$ cat src/rtl/piso_tx_pkg.sv
// Shared definitions for the PISO transmit scheduler: state encoding and
// a modular increment helper for round-robin pointers.
package piso_tx_pkg;

   localparam logic ST_IDLE  = 1'b0;
   localparam logic ST_SHIFT = 1'b1;

   function automatic int unsigned wrap_inc(input int unsigned v, input int unsigned n);
      return (v + 32'd1 >= n) ? 32'd0 : v + 32'd1;
   endfunction

endpackage

$ cat src/rtl/piso_tx_scheduler_if.sv
// Requester handshake and serial link bundle for the PISO transmit scheduler.
interface piso_tx_scheduler_if #(
   parameter int unsigned WIDTH = 8,
   parameter int unsigned NREQ  = 4,
   parameter int unsigned ID_W  = 2
);
   logic [NREQ-1:0]       req_valid;
   logic [NREQ*WIDTH-1:0] req_data;
   logic [NREQ-1:0]       req_ready;
   logic                  ser_out;
   logic                  ser_valid;
   logic                  ser_first;
   logic                  ser_last;
   logic [ID_W-1:0]       ser_src;
   logic                  busy;

   modport master (
      output req_valid, req_data,
      input  req_ready, ser_out, ser_valid, ser_first, ser_last, ser_src, busy
   );

   modport slave (
      input  req_valid, req_data,
      output req_ready, ser_out, ser_valid, ser_first, ser_last, ser_src, busy
   );
endinterface

$ cat src/rtl/rr_arbiter.sv
// Combinational round-robin arbiter: grants the first set request at or
// above ptr, wrapping modulo NREQ.
module rr_arbiter #(
   parameter int unsigned NREQ = 4,
   parameter int unsigned ID_W = 2
) (
   input  logic [NREQ-1:0] req,
   input  logic [ID_W-1:0] ptr,
   input  logic            en,
   output logic [NREQ-1:0] grant,
   output logic [ID_W-1:0] grant_id,
   output logic            any
);
   logic [ID_W-1:0] cand;

   always_comb begin
      grant    = '0;
      grant_id = '0;
      any      = 1'b0;
      cand     = '0;
      for (int unsigned k = 0; k < NREQ; k++) begin
         cand = ID_W'((32'(ptr) + k) % NREQ);
         if (en && !any && req[cand]) begin
            any         = 1'b1;
            grant_id    = cand;
            grant[cand] = 1'b1;
         end
      end
   end
endmodule

$ cat src/rtl/piso_tx_scheduler.sv
// Round-robin scheduler sharing one LSB-first shift datapath between NREQ
// parallel requesters; back-to-back words stream with no idle gap.
module piso_tx_scheduler
   import piso_tx_pkg::*;
#(
   parameter int unsigned WIDTH = 8,
   parameter int unsigned SEL   = 3,
   parameter int unsigned NREQ  = 4,
   parameter int unsigned ID_W  = 2
) (
   input  logic               clock,
   input  logic               reset,
   piso_tx_scheduler_if.slave bus
);
   localparam logic [SEL-1:0] LAST_IDX = SEL'(WIDTH - 1);

   logic             state, state_nxt;
   logic [SEL-1:0]   idx, idx_nxt, idx_inc;
   logic [ID_W-1:0]  ptr, src_q;
   logic [WIDTH-1:0] shreg, load_word;
   logic             at_last, grant_en, xfer;
   logic [NREQ-1:0]  grant;
   logic [ID_W-1:0]  grant_id;
   logic             out_q, first_q, last_q;
   logic             out_nxt, first_nxt, last_nxt;

   assign at_last  = (idx == LAST_IDX);
   assign idx_inc  = idx + SEL'(1);
   // Grants are suppressed while reset is held so no transfer can be pending.
   assign grant_en = ((state == ST_IDLE) || at_last) && !reset;

   rr_arbiter #(.NREQ(NREQ), .ID_W(ID_W)) u_arb (
      .req      (bus.req_valid),
      .ptr      (ptr),
      .en       (grant_en),
      .grant    (grant),
      .grant_id (grant_id),
      .any      (xfer)
   );

   always_ff @(posedge clock or posedge reset) begin
      if (reset) state <= ST_IDLE;
      else       state <= state_nxt;
   end

   always_comb begin
      state_nxt = state;
      if (xfer)                               state_nxt = ST_SHIFT;
      else if ((state == ST_SHIFT) && at_last) state_nxt = ST_IDLE;
   end

   // Next values of the registered serial outputs; ser_out tracks word[idx].
   always_comb begin
      bus.req_ready = grant;
      load_word     = '0;
      out_nxt       = 1'b0;
      first_nxt     = 1'b0;
      last_nxt      = 1'b0;
      idx_nxt       = '0;
      for (int unsigned i = 0; i < NREQ; i++) begin
         if (grant[i]) load_word = bus.req_data[i*WIDTH +: WIDTH];
      end
      if (xfer) begin
         out_nxt   = load_word[0];
         first_nxt = 1'b1;
         last_nxt  = (LAST_IDX == '0);
      end else if ((state == ST_SHIFT) && !at_last) begin
         idx_nxt  = idx_inc;
         out_nxt  = shreg[idx_inc];
         last_nxt = (idx_inc == LAST_IDX);
      end
   end

   always_ff @(posedge clock or posedge reset) begin
      if (reset) begin
         idx     <= '0;
         ptr     <= '0;
         shreg   <= '0;
         src_q   <= '0;
         out_q   <= 1'b0;
         first_q <= 1'b0;
         last_q  <= 1'b0;
      end else begin
         idx     <= idx_nxt;
         out_q   <= out_nxt;
         first_q <= first_nxt;
         last_q  <= last_nxt;
         if (xfer) begin
            shreg <= load_word;
            src_q <= grant_id;
            ptr   <= ID_W'(wrap_inc(32'(grant_id), NREQ));
         end
      end
   end

   assign bus.ser_out   = out_q;
   assign bus.ser_valid = state;
   assign bus.ser_first = first_q;
   assign bus.ser_last  = last_q;
   assign bus.ser_src   = src_q;
   assign bus.busy      = state;

endmodule

$ cat src/flat_wrapper.sv
// flat-port wrapper written by rule: the top's interface ports become plain ports
module piso_tx_scheduler_flat import piso_tx_pkg::*;
#(
   parameter int unsigned WIDTH = 8,
   parameter int unsigned SEL   = 3,
   parameter int unsigned NREQ  = 4,
   parameter int unsigned ID_W  = 2
)
  (clock, reset, bus_req_valid, bus_req_data, bus_req_ready, bus_ser_out, bus_ser_valid, bus_ser_first, bus_ser_last, bus_ser_src, bus_busy);
  piso_tx_scheduler_if #(.WIDTH(WIDTH), .NREQ(NREQ), .ID_W(ID_W)) bus_i ();
  input  logic clock;
  input  logic reset;
  input wire logic [$bits(bus_i.req_valid)-1:0] bus_req_valid;
  input wire logic [$bits(bus_i.req_data)-1:0] bus_req_data;
  output wire logic [$bits(bus_i.req_ready)-1:0] bus_req_ready;
  output wire logic [$bits(bus_i.ser_out)-1:0] bus_ser_out;
  output wire logic [$bits(bus_i.ser_valid)-1:0] bus_ser_valid;
  output wire logic [$bits(bus_i.ser_first)-1:0] bus_ser_first;
  output wire logic [$bits(bus_i.ser_last)-1:0] bus_ser_last;
  output wire logic [$bits(bus_i.ser_src)-1:0] bus_ser_src;
  output wire logic [$bits(bus_i.busy)-1:0] bus_busy;
  assign bus_i.req_valid = bus_req_valid;
  assign bus_i.req_data = bus_req_data;
  assign bus_req_ready = bus_i.req_ready;
  assign bus_ser_out = bus_i.ser_out;
  assign bus_ser_valid = bus_i.ser_valid;
  assign bus_ser_first = bus_i.ser_first;
  assign bus_ser_last = bus_i.ser_last;
  assign bus_ser_src = bus_i.ser_src;
  assign bus_busy = bus_i.busy;
  piso_tx_scheduler #(.WIDTH(WIDTH), .SEL(SEL), .NREQ(NREQ), .ID_W(ID_W)) u_core (.clock(clock), .reset(reset), .bus(bus_i));
endmodule
$ cat config.mk
export PLATFORM = sky130hd
export DESIGN_NAME = piso_tx_scheduler_flat
export DESIGN_NICKNAME = d
export VERILOG_FILES = /design/src/rtl/piso_tx_pkg.sv /design/src/rtl/piso_tx_scheduler_if.sv /design/src/rtl/rr_arbiter.sv /design/src/rtl/piso_tx_scheduler.sv /design/src/flat_wrapper.sv
export SDC_FILE = /design/constraint.sdc
export NUM_CORES = 1
export LEC_CHECK = 0
export CORE_ASPECT_RATIO = 1.1
export CORE_MARGIN = 2
export CORE_UTILIZATION = 45
export DETAILED_ROUTE_END_ITERATION = 6
export GPL_TIMING_DRIVEN = 0
export PLACE_DENSITY = 0.84
export SLEW_MARGIN = 15
export SYNTH_ARGS = -nofsm -noshare
export SYNTH_HDL_FRONTEND = slang
export SYNTH_HIERARCHICAL = 1
export SYNTH_SLANG_ARGS = --single-unit
$ cat constraint.sdc
create_clock -name clock -period 7.3 [get_ports clock]
set_input_delay 1.46 -clock clock [delete_from_list [all_inputs] [get_ports clock]]
set_output_delay 1.46 -clock clock [all_outputs]
set_load 0.1 [all_outputs]
==> results.md <==
### Setup path
* largest stage delay on the critical path: 1.25 ns
* cell-by-cell trace of the critical path: clkdlybuf4s50_1 > nor2_1 > buf_1 > nand2_1 > nor4b_1 > o21ai_2 > o2bb2ai_1 > clkdlybuf4s50_1
* Required @ worst endpoint: 5.84 ns
* endpoint kind of the worst setup timing path: output pin
* Setup CP Type: input pin to output pin
* slowest cell on the critical path: sky130_fd_sc_hd__clkdlybuf4s50_1
* critical path peak fanout: 9
* Worst EP arrival: 4.86 ns
* CP dominant cell by count: sky130_fd_sc_hd__clkdlybuf4s50_1
* sort of element at the start of the critical path: input pin

### Clock tree
* clock sink count: 19
* CTS HTree Levels: 1
* Post-CTS Setup Inserts: 0
* Worst-Skew Late Latency: 0.28 ns
* CTS Root Cell: sky130_fd_sc_hd__clkbuf_4
* post-cts hold buffer count: 0
* clock-pin slew on the worst setup and hold paths: 0.10 ns
* CTS tree: yes
* Num CTS Buffers: 3
* quantity of gates resized following cts: 0
* Max clock buf depth: 2

### Logic synthesis
* most frequently used flop master after synthesis: sky130_fd_sc_hd__dfrtp_1
* post-synthesis area per instance: 9.16 um2
* Distinct cells, synth: 42
* post-synthesis instance total: 173
* cell taking the most area after synthesis: sky130_fd_sc_hd__dfrtp_1
* Ys Warns: 6
* sequential element share of the synthesized area: 0.300
* Mapped Nets: 223
* fraction of synthesis flops using an asynchronous set or reset pin: 1.00
* largest cells by area after synthesis: sky130_fd_sc_hd__dfrtp_1 (30%), sky130_fd_sc_hd__ha_1 (9.5%), sky130_fd_sc_hd__nand2_1 (5.2%)
* area fraction of the dominant cell type after synthesis: 0.300
* synthesized area: 1590 um2
* count of flip-flops with a built-in enable after synthesis: 0
* #FFs+latches synth: 19

### STA
* setup slack after layout: 0.975 ns
* final setup violation count: 0
* Worst slew margin: 0.353
* minimum clock period: 6.32 ns
* final setup skew: 0.000708 ns
* fraction of the cycle the final worst path needs: 0.866
* fmax: 158 MHz
* Tightest Pin Transition: 0.968 ns
* sum of negative setup slack: 0 ns
* unrepaired setup endpoints after global routing: no
* max-slew violation count: 0
* worst hold-check slack: 0.528 ns
* final count of hold timing violations: 0

### Floorplanning
* die span in x: 60.6 um
* CORE AREA: 3360 um2
* Site Rows: 22
* die area: 4010 um2
* die boundary height: 66.3 um
* Boundary Pins: 49
* initial core utilization: 0.472

### GRT
* number of antenna violations at the first check in global routing: 0
* first-pass GRT wire length: 5900 um
* via count of the first global-routing pass: 1345
* global router's overall resource usage: 0.188
* GRT overflow: 0
* pin count of the biggest net entering global routing: 20

### Flow run
* MaxCap Viol Count: 0

### Cells and area
* Final nets: 276
* post-route non-filler standard cell count: 273
* area grow syn2layout: 35.8%
* share of post-route cells with drive strength above 1: 0.102
* leading cell type in the layout, fill and taps excluded: sky130_fd_sc_hd__clkdlybuf4s50_1
* leading cell types in the layout, fill and taps excluded: sky130_fd_sc_hd__clkdlybuf4s50_1 (48), sky130_fd_sc_hd__nand2_1 (22), sky130_fd_sc_hd__dfrtp_1 (19)
* n_diodes: 0

### Hold path
* hold crit path type: register to register

### Route
* remaining design rule violation count: 0
* remaining antenna violation count: 0
* Wirelength per Cell: 13.6 um
* ratio of routed vias to standard cells: 5.40
* detailed-route wire length: 3710 um
* number of violations reported at the end of detailed-routing iteration 0: 41
* number of iterations in the first detailed-routing pass: 4
* via count: 1473

### Run status
* run status: completed

### Placement
* GPL Wtd Cong: 0.849
* instance count after placement with tap cells included: 269
* Final HPWL DP: 2860 um
* quantity of I/O buffers inserted on ports: 48
* setup slack after placement: 1.02 ns

### Power and ir drop
* Power Dens Cells: 319 nW/um2
* Peak supply drop: 114 uV
* final total power: 0.686 mW
* leakage: 0.913 nW

[cell type report]
cell class | count | area [um2]
buffer | 11 | 63.8
clock buffer | 4 | 26.3
fill | 297 | 1210
inverter | 14 | 52.6
multi-input combinational | 129 | 993
sequential | 19 | 475
tap | 48 | 60.1
timing repair buffer | 48 | 480
[path summary, 6_finish.rpt]
path	slack, ns	startpoint	cells past startpoint	end
worst max-delay path	0.98	reset	8	bus_req_ready[2]
worst min register to register	0.53	u_core/shreg[0]$_DFFE_PP0P_	1	u_core/shreg[0]$_DFFE_PP0P_
worst min-delay path	0.53	u_core/shreg[0]$_DFFE_PP0P_	1	u_core/shreg[0]$_DFFE_PP0P_
min in group asynchronous	1.60	reset	2	u_core/bus.ser_src[1]$_DFFE_PP0P_
worst max register to register	3.47	u_core/ptr[1]$_DFFE_PP0P_	11	u_core/shreg[0]$_DFFE_PP0P_
max in group asynchronous	5.28	reset	2	u_core/shreg[1]$_DFFE_PP0P_
[logic make-up (layout without fill, tap and decap cells)]
kind of cell	count (synthesis)	in the layout	synth area share
AND/OR/NAND/NOR	52	52	0.157
AO/OA/AOI/OAI	46	46	0.205
buffers and inverters	25	77	0.0734
multiplexers	19	19	0.170
flip-flops	19	19	0.300
adder cells (fa/ha/maj)	12	12	0.0947
[worst max-delay path: cells and delay by family]
| family | cells | cell delay [ns] |
|---|---|---|
| buf+inv | 3 | 2.02 |
| compound gates | 2 | 0.64 |
| simple gates | 3 | 0.75 |
[stage by stage]
| stage | area (um2) | utilization |
|---|---|---|
| floorplan | 1590 | - |
| global placement | 2130 | 0.633 |
| detailed placement | 2130 | 0.633 |
| CTS | 2150 | 0.641 |
| global route | 2150 | 0.641 |
| finish | 2150 | 0.641 |
[routing by layer]
layer	up-vias	wire, um	global-route usage
met5	-	0	0
met3	2	249	0.0254
li1	732	-	-
met4	0	17	0.0462
met1	678	1630	0.259
met2	61	1810	0.306
[power breakdown]
part,switching (mW),total [mW],internal [mW]
registers,0.0300,0.181,0.151
clock network,0.0299,0.0511,0.0212
logic,0.276,0.454,0.177
total,0.336,0.686,0.350
[sequential cells by signal (all words and copies together), names as in the netlist]
register / cells
u_core/ptr: 2
u_core/bus.ser_first: 1
u_core/shreg: 8
u_core/bus.busy: 1
u_core/idx: 3
u_core/bus.ser_out: 1
u_core/bus.ser_last: 1
u_core/bus.ser_src: 2
[cells in the mapped netlist, drive strengths merged (2+ instances only)]
| cell | count |
|---|---|
| mux2 | 7 |
| inv | 14 |
| nand3 | 2 |
| mux4 | 5 |
| buf | 7 |
| a211o | 5 |
| mux2i | 7 |
| nor2 | 13 |
| nor2b | 4 |
| clkbuf | 4 |
| a21oi | 5 |
| o2bb2ai | 5 |
| dfrtp | 19 |
| or2 | 2 |
| nand2 | 22 |
| a221oi | 6 |
| o21ai | 9 |
| ha | 12 |
| a31oi | 8 |
| o22ai | 2 |
Power figures use the tool's default switching activity.
